File: src/rtl/image_rom_reader.sv
// Raster-scans an IMG_W x IMG_H frame out of a ROM whose enable is pipelined 2 clk deep.
// The frame leaves as a valid/ready pixel stream with x/y coordinates and sof/eol/eof markers.
module image_rom_reader #(
    parameter int  IMG_W  = 32,
    parameter int  IMG_H  = 32,
    parameter int  ADDR_W = 10,
    parameter int  DATA_W = 24,
    localparam int XW     = $clog2(IMG_W),
    localparam int YW     = $clog2(IMG_H)
) (
    input  logic              clk,
    input  logic              rst,
    input  logic              start,
    output logic              busy,
    output logic              done,
    output logic              rom_en,
    output logic [ADDR_W-1:0] rom_addr,
    input  logic [DATA_W-1:0] rom_data,
    output logic              m_valid,
    input  logic              m_ready,
    output logic [DATA_W-1:0] m_data,
    output logic [XW-1:0]     m_x,
    output logic [YW-1:0]     m_y,
    output logic              m_sof,
    output logic              m_eol,
    output logic              m_eof
);

    localparam logic [XW-1:0] X_LAST = XW'(IMG_W - 1);
    localparam logic [YW-1:0] Y_LAST = YW'(IMG_H - 1);

    typedef enum logic [1:0] {
        IDLE   = 2'd0,
        PRIME  = 2'd1,
        STREAM = 2'd2,
        DRAIN  = 2'd3
    } state_t;

    typedef struct packed {
        logic [XW-1:0] x;
        logic [YW-1:0] y;
        logic          sof;
        logic          eol;
        logic          eof;
    } tag_t;

    typedef struct packed {
        logic [DATA_W-1:0] data;
        tag_t              tag;
    } pix_t;

    state_t            state_r;
    state_t            state_s;
    logic              prime_cnt_r;
    logic [ADDR_W-1:0] rom_addr_r;
    logic [ADDR_W-1:0] rom_addr_s;
    logic [XW-1:0]     x_r;
    logic [XW-1:0]     x_s;
    logic [YW-1:0]     y_r;
    logic [YW-1:0]     y_s;
    logic              rom_en_r;
    logic              rom_en_s;
    logic              busy_r;
    logic              busy_s;
    logic              done_r;
    logic              done_s;
    logic              infl_r;
    tag_t              tag_r;
    tag_t              tag_s;
    logic [1:0]        fifo_cnt_r;
    logic [1:0]        fifo_cnt_s;
    pix_t              head_r;
    pix_t              head_s;
    pix_t              skid_r;
    pix_t              skid_s;
    pix_t              cap_s;
    logic              m_valid_r;
    logic              pop_s;
    logic              eof_pop_s;
    logic              start_ok_s;
    logic              last_s;
    logic [2:0]        occ_s;
    logic              issue_s;

    // Handshake, start qualification and issue decision
    always_comb begin
        pop_s      = m_valid_r & m_ready;
        eof_pop_s  = pop_s & head_r.tag.eof;
        start_ok_s = start & (state_r == IDLE) & ~done_r;
        last_s     = (x_r == X_LAST) & (y_r == Y_LAST);
        // Occupancy the FIFO will have when an address issued now comes back; keeps a slot reserved.
        occ_s      = {1'b0, fifo_cnt_r} + {2'b00, infl_r} - {2'b00, pop_s};
        issue_s    = (state_r == STREAM) & (occ_s < 3'd2);
    end

    // FSM state register
    always_ff @(posedge clk or posedge rst) begin
        if (rst) begin
            state_r     <= IDLE;
            prime_cnt_r <= 1'b0;
        end else begin
            state_r     <= state_s;
            prime_cnt_r <= (state_r == PRIME) ? ~prime_cnt_r : 1'b0;
        end
    end

    // FSM next-state logic
    always_comb begin
        state_s = state_r;
        case (state_r)
            IDLE: begin
                if (start_ok_s) state_s = PRIME;
                else            state_s = IDLE;
            end
            PRIME: begin
                if (prime_cnt_r) state_s = STREAM;
                else             state_s = PRIME;
            end
            STREAM: begin
                if (issue_s && last_s) state_s = DRAIN;
                else                   state_s = STREAM;
            end
            DRAIN: begin
                if (eof_pop_s) state_s = IDLE;
                else           state_s = DRAIN;
            end
            default: state_s = IDLE;
        endcase
    end

    // FSM outputs, computed one cycle ahead so they leave the block registered
    always_comb begin
        rom_en_s = 1'b0;
        case (state_s)
            IDLE:    rom_en_s = 1'b0;
            PRIME:   rom_en_s = 1'b1;
            STREAM:  rom_en_s = 1'b1;
            DRAIN:   rom_en_s = issue_s;
            default: rom_en_s = 1'b0;
        endcase
        busy_s = (state_s != IDLE);
        done_s = eof_pop_s;
    end

    // Read address and raster position; the last address is held rather than wrapped
    always_comb begin
        rom_addr_s = rom_addr_r;
        x_s        = x_r;
        y_s        = y_r;
        if (state_s == IDLE) begin
            rom_addr_s = {ADDR_W{1'b0}};
            x_s        = {XW{1'b0}};
            y_s        = {YW{1'b0}};
        end else if (issue_s && !last_s) begin
            rom_addr_s = rom_addr_r + ADDR_W'(1);
            if (x_r == X_LAST) begin
                x_s = {XW{1'b0}};
                y_s = y_r + YW'(1);
            end else begin
                x_s = x_r + XW'(1);
                y_s = y_r;
            end
        end else begin
            rom_addr_s = rom_addr_r;
            x_s        = x_r;
            y_s        = y_r;
        end
    end

    // Tag travelling alongside the outstanding ROM read
    always_comb begin
        tag_s = tag_r;
        if (issue_s) begin
            tag_s.x   = x_r;
            tag_s.y   = y_r;
            tag_s.sof = (x_r == {XW{1'b0}}) & (y_r == {YW{1'b0}});
            tag_s.eol = (x_r == X_LAST);
            tag_s.eof = last_s;
        end else begin
            tag_s = tag_r;
        end
    end

    // Two-entry skid FIFO: head drives the stream, skid absorbs the reserved in-flight read
    always_comb begin
        cap_s.data = rom_data;
        cap_s.tag  = tag_r;
        head_s     = head_r;
        skid_s     = skid_r;
        fifo_cnt_s = fifo_cnt_r;
        case (fifo_cnt_r)
            2'd0: begin
                if (infl_r) begin
                    head_s     = cap_s;
                    fifo_cnt_s = 2'd1;
                end else begin
                    fifo_cnt_s = 2'd0;
                end
            end
            2'd1: begin
                case ({infl_r, pop_s})
                    2'b10: begin
                        skid_s     = cap_s;
                        fifo_cnt_s = 2'd2;
                    end
                    2'b11:   head_s     = cap_s;
                    2'b01:   fifo_cnt_s = 2'd0;
                    default: fifo_cnt_s = 2'd1;
                endcase
            end
            2'd2: begin
                if (pop_s) begin
                    head_s = skid_r;
                    if (infl_r) begin
                        skid_s     = cap_s;
                        fifo_cnt_s = 2'd2;
                    end else begin
                        fifo_cnt_s = 2'd1;
                    end
                end else begin
                    fifo_cnt_s = 2'd2;
                end
            end
            default: fifo_cnt_s = 2'd0;
        endcase
    end

    // Datapath and output registers
    always_ff @(posedge clk or posedge rst) begin
        if (rst) begin
            rom_addr_r <= {ADDR_W{1'b0}};
            x_r        <= {XW{1'b0}};
            y_r        <= {YW{1'b0}};
            rom_en_r   <= 1'b0;
            busy_r     <= 1'b0;
            done_r     <= 1'b0;
            infl_r     <= 1'b0;
            tag_r      <= '{x: {XW{1'b0}}, y: {YW{1'b0}}, sof: 1'b0, eol: 1'b0, eof: 1'b0};
            fifo_cnt_r <= 2'd0;
            head_r     <= {($bits(pix_t)){1'b0}};
            skid_r     <= {($bits(pix_t)){1'b0}};
            m_valid_r  <= 1'b0;
        end else begin
            rom_addr_r <= rom_addr_s;
            x_r        <= x_s;
            y_r        <= y_s;
            rom_en_r   <= rom_en_s;
            busy_r     <= busy_s;
            done_r     <= done_s;
            infl_r     <= issue_s;
            tag_r      <= tag_s;
            fifo_cnt_r <= fifo_cnt_s;
            head_r     <= head_s;
            skid_r     <= skid_s;
            m_valid_r  <= (fifo_cnt_s != 2'd0);
        end
    end

    assign busy     = busy_r;
    assign done     = done_r;
    assign rom_en   = rom_en_r;
    assign rom_addr = rom_addr_r;
    assign m_valid  = m_valid_r;
    assign m_data   = head_r.data;
    assign m_x      = head_r.tag.x;
    assign m_y      = head_r.tag.y;
    assign m_sof    = head_r.tag.sof;
    assign m_eol    = head_r.tag.eol;
    assign m_eof    = head_r.tag.eof;

endmodule

File: config.mk
export PLATFORM = sky130hd
export DESIGN_NAME = image_rom_reader
export DESIGN_NICKNAME = d
export VERILOG_FILES = /design/src/rtl/image_rom_reader.sv
export SDC_FILE = /design/constraint.sdc
export NUM_CORES = 1
export LEC_CHECK = 0
export ABC_AREA = 1
export CAP_MARGIN = 20
export CORE_AREA = 2 2 122 124
export CTS_CLUSTER_SIZE = 10
export DETAILED_ROUTE_END_ITERATION = 10
export DIE_AREA = 0 0 124 126
export PLACE_DENSITY = 0.67
export SYNTH_ARGS = -nofsm -noshare
export SYNTH_HDL_FRONTEND = slang
export SYNTH_SLANG_ARGS = --single-unit
File: constraint.sdc
create_clock -name clk -period 6.7 [get_ports clk]
set_input_delay 0.67 -clock clk [delete_from_list [all_inputs] [get_ports clk]]
set_output_delay 0.67 -clock clk [all_outputs]
set_load 0.02 [all_outputs]
Yosys cells after proc, flatten, opt, wreduce, memory -nomap -nowiden
Index checks and enable logic that the tools add are counted.
{ "classes": {"reduce_logical": 18, "n_bitwise": 9, "magnitude_cmp": 1, "n_eq_ne": 18, "n_addsub": 5, "mux": 27} }
{ "ops": {"columns": ["cell", "n"], "rows": [
  ["$mux W37", 5],
  ["$pmux W37 S3", 1],
  ["$pmux W37 S2", 1],
  ["$mux W5", 6],
  ["$mux W10", 2],
  ["$eq A2 B2 Y1 const B", 7],
  ["$pmux W2 S3", 2],
  ["$add A10 B1 Y10 const B", 1],
  ["$add A5 B1 Y5 const B", 2],
  ["$eq A5 B5 Y1 const B", 2],
  ["$logic_not A5 Y1", 2],
  ["$reduce_bool A2 Y1", 5],
  ["$eq A2 B1 Y1 const B", 4],
  ["$mux W2", 4],
  ["$ne A2 B2 Y1 const B", 4],
  ["$pmux W2 S4", 1],
  ["$reduce_and A4 Y1", 2],
  ["$and A1 B1 Y1", 7],
  ["$logic_not A2 Y1", 3],
  ["$mux W1", 4],
  ["$add A2 B1 Y3", 1],
  ["$lt A3 B2 Y1 const B", 1],
  ["$pmux W1 S3", 1],
  ["$reduce_bool A3 Y1", 1],
  ["7 further kinds", 9]
]} }
{ "totals": {"in_bits": 28, "regBits": 117, "output_inout_bits": 51, "wordCells": 106} }

Longest topological paths before layout
Gate-level depths: netlist of run 1.
{ "logic_depth": {"depth_word": 10, "depth_mapped": 20, "depth_no_buf": 19} }

Worst setup path after synthesis of run 1
Ideal clock, no wire load.
{ "synth_path": {"kind": "input -> register", "start": "in m_ready", "end": "reg rom_addr_r[2], in the netlist rom_addr[2]", "cell_stages": 17, "setup_time_ns": 0.078, "slack_ns": 3.623, "n_path_buf": 1, "arrival_time_ns": 2.999, "required_ns": 6.622, "path_cell_list": "nand2_1 -> inv_2 -> nor2_2 -> o21ai_0 -> fa_1 -> nand2_1 -> nor2_2 -> nand2_1 -> inv_1 -> nand3_1 -> nand3_1 -> inv_1 -> ha_1 -> clkinv_1 -> clkbuf_1 -> o21ai_0 -> a21oi_1"} }
{ "synth_via": {"elab_chain_len": 9, "word_cells_on_any_way": 13, "classes_between": "add/sub: 1; order compare: 1; mux: 4; bitwise: 3; reduce/logical: 4"} }
{ "synth_rtl": {"columns": ["element", "line_no", "rtl"], "rows": [
  ["start, declared", "20", "input logic m_ready,"],
  ["$and A1 B1 Y1 (*)", "87", "pop_s = m_valid_r & m_ready;"],
  ["$sub A3 B1 Y3 (*)", "92", "occ_s = {1'b0, fifo_cnt_r} + {2'b00, infl_r} - {2'b00, pop_s};"],
  ["$lt A3 B2 Y1 (*)", "93", "issue_s = (state_r == STREAM) & (occ_s < 3'd2);"],
  ["$and A1 B1 Y1 (*)", "93", null],
  ["via issue_s", "83", "logic issue_s;"],
  ["$logic_and A1 B1 Y1 (*)", "120", "if (issue_s && last_s) state_s = DRAIN;"],
  ["$mux W1 (*)", "120", null],
  ["$pmux W2 S4 (*)", "110", "case (state_r)"],
  ["via state_s[0]", "53", "state_t state_s;"],
  ["$logic_not A2 Y1 (*)", "150", "if (state_s == IDLE) begin"],
  ["$mux W10 / $reduce_bool A2 Y1 (equally long branches)", null, null],
  ["end signal, assigned", "231", "rom_addr_r <= {ADDR_W{1'b0}};"],
  ["end signal, assigned", "244", "rom_addr_r <= rom_addr_s;"],
  ["end, declared", "55", "logic [ADDR_W-1:0] rom_addr_r;"]
]} }
The timed path passes the listed nets; every way through them passes the cells marked *.
A chain may end at the register's enable or synchronous reset.

Worst setup path in the final report of run 1
{ "layout_path": {"start": "in m_ready", "end": "reg y_r[2]"} }
{ "layout_via": {"elab_chain_len": 10, "word_cells_on_any_way": 15, "classes_between": "add/sub: 1; order compare: 1; mux: 4; bitwise: 3; reduce/logical: 6"} }
{ "layout_rtl": {"columns": ["element", "line_no", "rtl"], "rows": [
  ["$and A1 B1 Y1 (*)", "87", null],
  ["$sub A3 B1 Y3 (*)", "92", null],
  ["$lt A3 B2 Y1 (*)", "93", null],
  ["$and A1 B1 Y1 (*)", "93", null],
  ["via issue_s", "83", null],
  ["$logic_and A1 B1 Y1 (*)", "120", null],
  ["$mux W1 (*)", "120", null],
  ["$pmux W2 S4 (*)", "110", null],
  ["via state_s[0]", "53", null],
  ["$logic_not A2 Y1 (*)", "150", null],
  ["$reduce_bool A2 Y1 (no line)", null, null],
  ["$reduce_and A2 Y1 (no line)", null, null],
  ["end signal, assigned", "233", "y_r <= {YW{1'b0}};"],
  ["end signal, assigned", "246", "y_r <= y_s;"],
  ["end, declared", "59", "logic [YW-1:0] y_r;"]
]} }
Marks and branches as above.

==> out/qor.csv, run 1 <==
stage,metric,value,unit
synthesis,Post-Syn Area per Cell,8.55,sq um
layout,"most common cell after layout, fill and taps aside",nand2_1,
clock_network,clock root cell,clkbuf_16,
timing,max-slew violations,0,
run,# Max-Cap Violations,0,
synthesis,synth unique cells,30,
floorplanning,num rows,44,
setup_path,CP Capture Type,register,
clock_network,CTS H-Tree Depth,4,
place,pre-CTS WS,1.88,ns
detailed_routing,Final ANT Viol Nets,0,
layout,area grow syn2layout,25.2,%
floorplanning,die area,15600,sq um
global_route,GRT Total Usage,0.168,
place,HPWL after DPL,7730,um
place,IO Port Bufs,78,
setup_path,"slowest stage cell, crit path",fa_1,
clock_network,post-cts repair resize count,0,
floorplanning,placeable core region,14300,sq um
floorplanning,Die Span Y,126,um
setup_path,"Req. time, crit path",6.99,ns
clock_network,Post-CTS Setup Repair Bufs,0,
synthesis,Netlist Area Pre-Place,5610,sq um
setup_path,worst r2r src,m_valid,
synthesis,Synth area leaders,"dfrtp_1 (52%), nand2_1 (13%), o21ai_0 (6.1%)",
setup_path,Top Family by Delay on Critical Path,simple AND/OR/NAND/NOR gates,
synthesis,Gate Count Post-Synth,656,
synthesis,Synth top area share,0.522,
timing,RSZ-0062 raised after global routing,false,
setup_path,cell repeated most along the worst path,nand2_1,
setup_path,crit path cell chain,clkdlybuf4s50_1 > nand2_1 > inv_2 > nor2_2 > o21ai_0 > fa_1 > nand2_1 > nor2_2 > nand2_1 > inv_1 > nand3_1 > nand3_1 > inv_1 > ha_1 > clkinv_1 > nand2_2 > nand2_1 > nand2_1 > o21ai_1,
clock_network,Hold Buf Count CTS,0,
run_status,outcome,"complete, no violations",
detailed_routing,DRC viols,0,
global_route,GR Overflow Total,0,
global_route,largest net degree at the start of global routing,75,
clock_network,clk_lat worst skew,0.41,ns
timing,"Min Clock Period, post-route",4.47,ns
setup_path,Setup crit start,m_ready,
timing,worst setup margin,2.23,ns
setup_path,WP data arrival,4.75,ns
layout,Layout Nets,764,
clock_network,clock sink total,117,
pwr,VDD IR max,0.207,mV
detailed_routing,via count,4480,
clock_network,Num CTS Buffers,17,
timing,setup TNS,0,ns
setup_path,Critical Path Fanout Max,24,
floorplanning,starting density of the core,0.392,
synthesis,largest area contributor in the netlist,dfrtp_1,
pwr,post-layout total power,3.38,mW
timing,worst-margin pin slew,1.02,ns
layout,Fill cells,1319,
setup_path,CP max stage delay,0.48,ns
timing,Peak Freq,224,MHz
global_route,initial antenna violation count,0,
timing,fin crit share,0.667,
clock_network,TritonCTS clock tree,yes,
detailed_routing,Pre-Repair DR Iteration Count,5,
timing,Worst slew margin,0.322,
layout,fin area,7020,sq um
synthesis,sequential area share after synthesis,0.522,
detailed_routing,Avg WL per Cell,13.2,um
global_route,global-route wire length before repair,20700,um
floorplanning,Die Wd,124,um
pwr,Static Leak,3.38,nW
setup_path,Worst setup SP type,input port,
min_path,Hold Startpoint,prime_cnt_r,
layout,Antenna Cells,0,
min_path,Worst Hold Class,reg2reg,
clock_network,clock slew at reported path FFs,0.05,ns
detailed_routing,Via density,4.86,
timing,Fin. Hold Viols,0,
detailed_routing,1st-iter DRT viols,285,
clock_network,clock buffer depth,2,
layout,layout cell share with drive strength beyond 1,0.133,
place,Placed Area,6420,sq um
synthesis,Synth Warn #,0,
place,RD Place Congestion,0.853,
detailed_routing,total detailed-routing wirelength,12100,um
timing,Clock Skew,0.00659,ns
synthesis,register bit count reported by yosys,117,
timing,"Setup violations, final",0,
pwr,P per Cell Area,482,nW/um^2
layout,most frequent cells in the layout,"nand2_1 (191), dfrtp_1 (117), clkdlybuf4s50_1 (78), inv_1 (69), o21ai_0 (68)",
setup_path,crit path kind,in2reg,
floorplanning,Top Ports,79,
global_route,vias in the first global route,4480,
setup_path,Worst Path Buf+Inv,5,
synthesis,syn_nets,695,
[area by class of cell]
type	instances	area [sq um]	area share
Inverter	75	284	0.0405
Clock buffer	21	470	0.0670
Timing Repair Buffer	82	823	0.117
Sequential cell	117	2930	0.417
Clock inverter	10	105	0.0150
Tap cell	184	230	0.0328
Multi-Input combinational cell	432	2180	0.310
[synth_stat cells, drive strengths merged]
cell type and instances:
a21oi 7, buf 26, clkbuf 6, clkinv 2, dfrtp 117, fa 1
ha 10, inv 73, nand2 214, nand3 55, nand3b 1, nand4 4
nor2 24, nor3 4, nor3b 1, o21ai 107, o31ai 1, or2 1
xnor2 1, xor2 1
[power breakdown]
part | total (mW) | leakage [nW] | switching [mW] | internal, mW
clock | 0.873 | 0.284 | 0.304 | 0.569
combinational | 1.38 | 1.62 | 0.859 | 0.516
sequential | 1.14 | 1.48 | 0.157 | 0.979
total | 3.38 | 3.38 | 1.32 | 2.06
[per-layer routing]
| metal | track usage | share of wire | vias to the layer above |
|---|---|---|---|
| li1 | - | - | 2222 |
| met1 | 0.211 | 0.45 | 2140 |
| met2 | 0.275 | 0.49 | 103 |
| met3 | 0.0480 | 0.046 | 15 |
| met4 | 0.0648 | 0.014 | 0 |
| met5 | 0 | 0 | - |
[final timing paths]
kind | end | slack [ns] | cells past startpoint
max | y_r[2] | 2.23 | 19
min | prime_cnt_r | 0.44 | 1
max reg2reg | y_r[2] | 2.57 | 18
min reg2reg | prime_cnt_r | 0.44 | 1
max in group asynchronous | skid_r[9] | 4.75 | 3
min in group asynchronous | skid_r[35] | 0.75 | 2
[logic make-up (layout without fill, tap and decap cells)]
| family | Yosys count | in the layout | share of synthesized area |
|---|---|---|---|
| buffers and inverters | 107 | 188 | 0.0908 |
| AOI/OAI and AO/OA | 115 | 115 | 0.124 |
| xor gates and xnor gates | 2 | 2 | 0.00312 |
| and+or+nand+nor | 304 | 304 | 0.234 |
| adders and majority gates | 11 | 11 | 0.0259 |
| DFF | 117 | 117 | 0.522 |
[worst register-to-register path, stage by stage (launching register included)]
cell,delay [ns]
dfrtp_1,0.37
nand2_1,0.12
inv_2,0.07
nor2_2,0.15
o21ai_0,0.15
fa_1,0.47
nand2_1,0.09
nor2_2,0.04
nand2_1,0.45
inv_1,0.21
nand3_1,0.13
nand3_1,0.13
inv_1,0.12
ha_1,0.20
clkinv_1,0.43
nand2_2,0.41
nand2_1,0.27
nand2_1,0.12
o21ai_1,0.08
[sequential cells by signal, summed over array words and instances, names as in the netlist]
register / count
skid_r: 37
m_data: 24
cap_s: 13
rom_addr: 10
m_x: 5
m_y: 5
x_r: 5
y_r: 5
fifo_cnt_r: 2
state_r: 2
busy: 1
done: 1
infl_r: 1
m_eof: 1
m_eol: 1
m_sof: 1
m_valid: 1
prime_cnt_r: 1
rom_en: 1
[through the flow]
stage	instances	utilization	hold slack [ns]
floorplan	656	-	0.407
global placement	889	0.449	0.418
detailed placement	889	0.449	0.429
CTS	920	0.489	0.440
global route	921	0.490	0.461
finish	921	0.490	0.439
Note: power is estimated with default switching activity, not from simulation.
==> run 2, diff against run 1 <==
==> constraint.sdc (replaced) <==
create_clock -name clk -period 4.35 [get_ports clk]
set_input_delay 0.435 -clock clk [delete_from_list [all_inputs] [get_ports clk]]
set_output_delay 0.435 -clock clk [all_outputs]
set_load 0.02 [all_outputs]
==> out/qor.csv, run 2 (synthesis results as in run 1) <==
stage,metric,value,unit
detailed_routing,total detailed-routing wirelength,12200,um
timing,"Min Clock Period, post-route",3.63,ns
setup_path,Critical Path Fanout Max,18,
floorplanning,starting density of the core,0.392,
floorplanning,die area,15600,sq um
setup_path,CP Capture Type,register,
min_path,Worst Hold Class,in2async,
floorplanning,Top Ports,79,
detailed_routing,Pre-Repair DR Iteration Count,4,
place,IO Port Bufs,78,
detailed_routing,1st-iter DRT viols,325,
detailed_routing,via count,4517,
clock_network,post-cts repair resize count,0,
timing,fin crit share,0.835,
place,Placed Area,6450,sq um
clock_network,Post-CTS Setup Repair Bufs,0,
setup_path,Setup crit start,m_ready,
layout,Non-Filler Instances,926,
global_route,initial antenna violation count,0,
timing,Worst slew margin,0.462,
timing,Clock Skew,0.0117,ns
clock_network,TritonCTS clock tree,yes,
floorplanning,Die Wd,124,um
clock_network,clock sink total,117,
pwr,P per Cell Area,773,nW/um^2
timing,Fin. Hold Viols,0,
global_route,largest net degree at the start of global routing,87,
setup_path,WP data arrival,3.92,ns
run,# Max-Cap Violations,0,
layout,"most common cell after layout, fill and taps aside",nand2_1,
layout,multi-input logic area,2180,sq um
global_route,global-route wire length before repair,20600,um
pwr,Static Leak,3.47,nW
clock_network,clk_lat worst skew,0.42,ns
clock_network,Hold Buf Count CTS,0,
layout,Fill cells,1270,
layout,layout cell share with drive strength beyond 1,0.139,
layout,most frequent cells in the layout,"nand2_1 (191), dfrtp_1 (117), clkdlybuf4s50_1 (78), inv_1 (69), o21ai_0 (68)",
global_route,GRT Total Usage,0.168,
run_status,outcome,"complete, no violations",
clock_network,CTS H-Tree Depth,4,
clock_network,clock root cell,clkbuf_16,
layout,max reg flops,37,
floorplanning,num rows,44,
pwr,VDD IR max,0.355,mV
layout,storage element area,2930,sq um
setup_path,crit path kind,in2reg,
timing,Peak Freq,275,MHz
setup_path,worst r2r src,m_valid,
timing,RSZ-0062 raised after global routing,false,
layout,Antenna Cells,0,
floorplanning,placeable core region,14300,sq um
layout,Largest Register,skid_r,
pwr,post-layout total power,5.58,mW
timing,"Setup violations, final",0,
setup_path,Worst setup SP type,input port,
layout,Layout Nets,768,
global_route,vias in the first global route,4450,
floorplanning,Die Span Y,126,um
timing,setup TNS,0,ns
setup_path,"Req. time, crit path",4.63,ns
place,RD Place Congestion,0.847,
timing,max-slew violations,0,
detailed_routing,Final ANT Viol Nets,0,
place,HPWL after DPL,7760,um
detailed_routing,Avg WL per Cell,13.2,um
layout,area grow syn2layout,28.6,%
detailed_routing,DRC viols,0,
clock_network,Num CTS Buffers,17,
clock_network,clock buffer depth,2,
clock_network,clock slew at reported path FFs,0.06,ns
global_route,GR Overflow Total,0,
layout,fin area,7210,sq um
timing,worst-margin pin slew,0.805,ns
detailed_routing,Via density,4.88,
place,placed cell count,892,
-- run 2: changes by cell type in the layout (fill, tap and decap cells not counted) --
cell / change
buf_16: +1
buf_4: +3
clkinv_2: -5
clkinvlp_4: +1
clkbuf_8: -2
bufinv_16: +6
clkinv_4: +1
-- run 2: worst max-delay path, cell delays in order --
cell             delay (ns)
clkdlybuf4s50_1        0.46
nand2_1                0.09
nor2_1                 0.20
o21ai_0                0.14
fa_1                   0.45
nand2_1                0.08
nor2_2                 0.04
nand2_1                0.08
inv_1                  0.09
nand3_1                0.08
nand3_1                0.12
inv_1                  0.12
ha_1                   0.21
clkinv_1               0.44
nand2_2                0.40
nand2_1                0.28
nand2_1                0.12
o21ai_1                0.08
-- run 2: final cells by class --
class | count | area share
timing repair buffer | 86 | 0.121
sequential | 117 | 0.406
tap | 184 | 0.0319
clock buffer | 19 | 0.0614
multi-input combinational | 432 | 0.302
inverter | 75 | 0.0394
clock inverter | 13 | 0.0383
-- run 2: report_power, final --
group / switching, mW / internal, mW / leakage, nW / total, mW
Combinational: 1.33 / 0.811 / 1.64 / 2.15
Sequential: 0.234 / 1.51 / 1.48 / 1.74
Clock: 0.489 / 1.20 / 0.339 / 1.69
Total: 2.06 / 3.52 / 3.47 / 5.58
-- run 2: path summary, 6_finish.rpt --
| check | to | cells past startpoint | slack, ns |
|---|---|---|---|
| min in group clk | prime_cnt_r | 1 | 0.47 |
| max | y_r[2] | 18 | 0.72 |
| min reg2reg | prime_cnt_r | 1 | 0.47 |
| max reg2reg | y_r[2] | 18 | 0.79 |
| max in group asynchronous | state_r[1] | 3 | 3.36 |
| min | m_y[3] | 2 | 0.40 |
-- run 2: through the flow --
stage,hold WS (ns),util,worst slack [ns]
2_1_floorplan,0.407,-,0.814
3_3_place_gp,0.418,0.450,0.531
3_5_place_dp,0.454,0.450,0.325
4_1_cts,0.468,0.501,0.724
5_1_grt,0.445,0.504,0.383
6_report,0.396,0.504,0.716
-- run 2: per-layer routing --
| layer | up-vias | global-route usage | part of all wire |
|---|---|---|---|
| li1 | 2228 | - | - |
| met1 | 2152 | 0.215 | 0.45 |
| met2 | 121 | 0.270 | 0.48 |
| met3 | 16 | 0.0503 | 0.060 |
| met4 | 0 | 0.0648 | 0.017 |
| met5 | - | 0 | 0 |
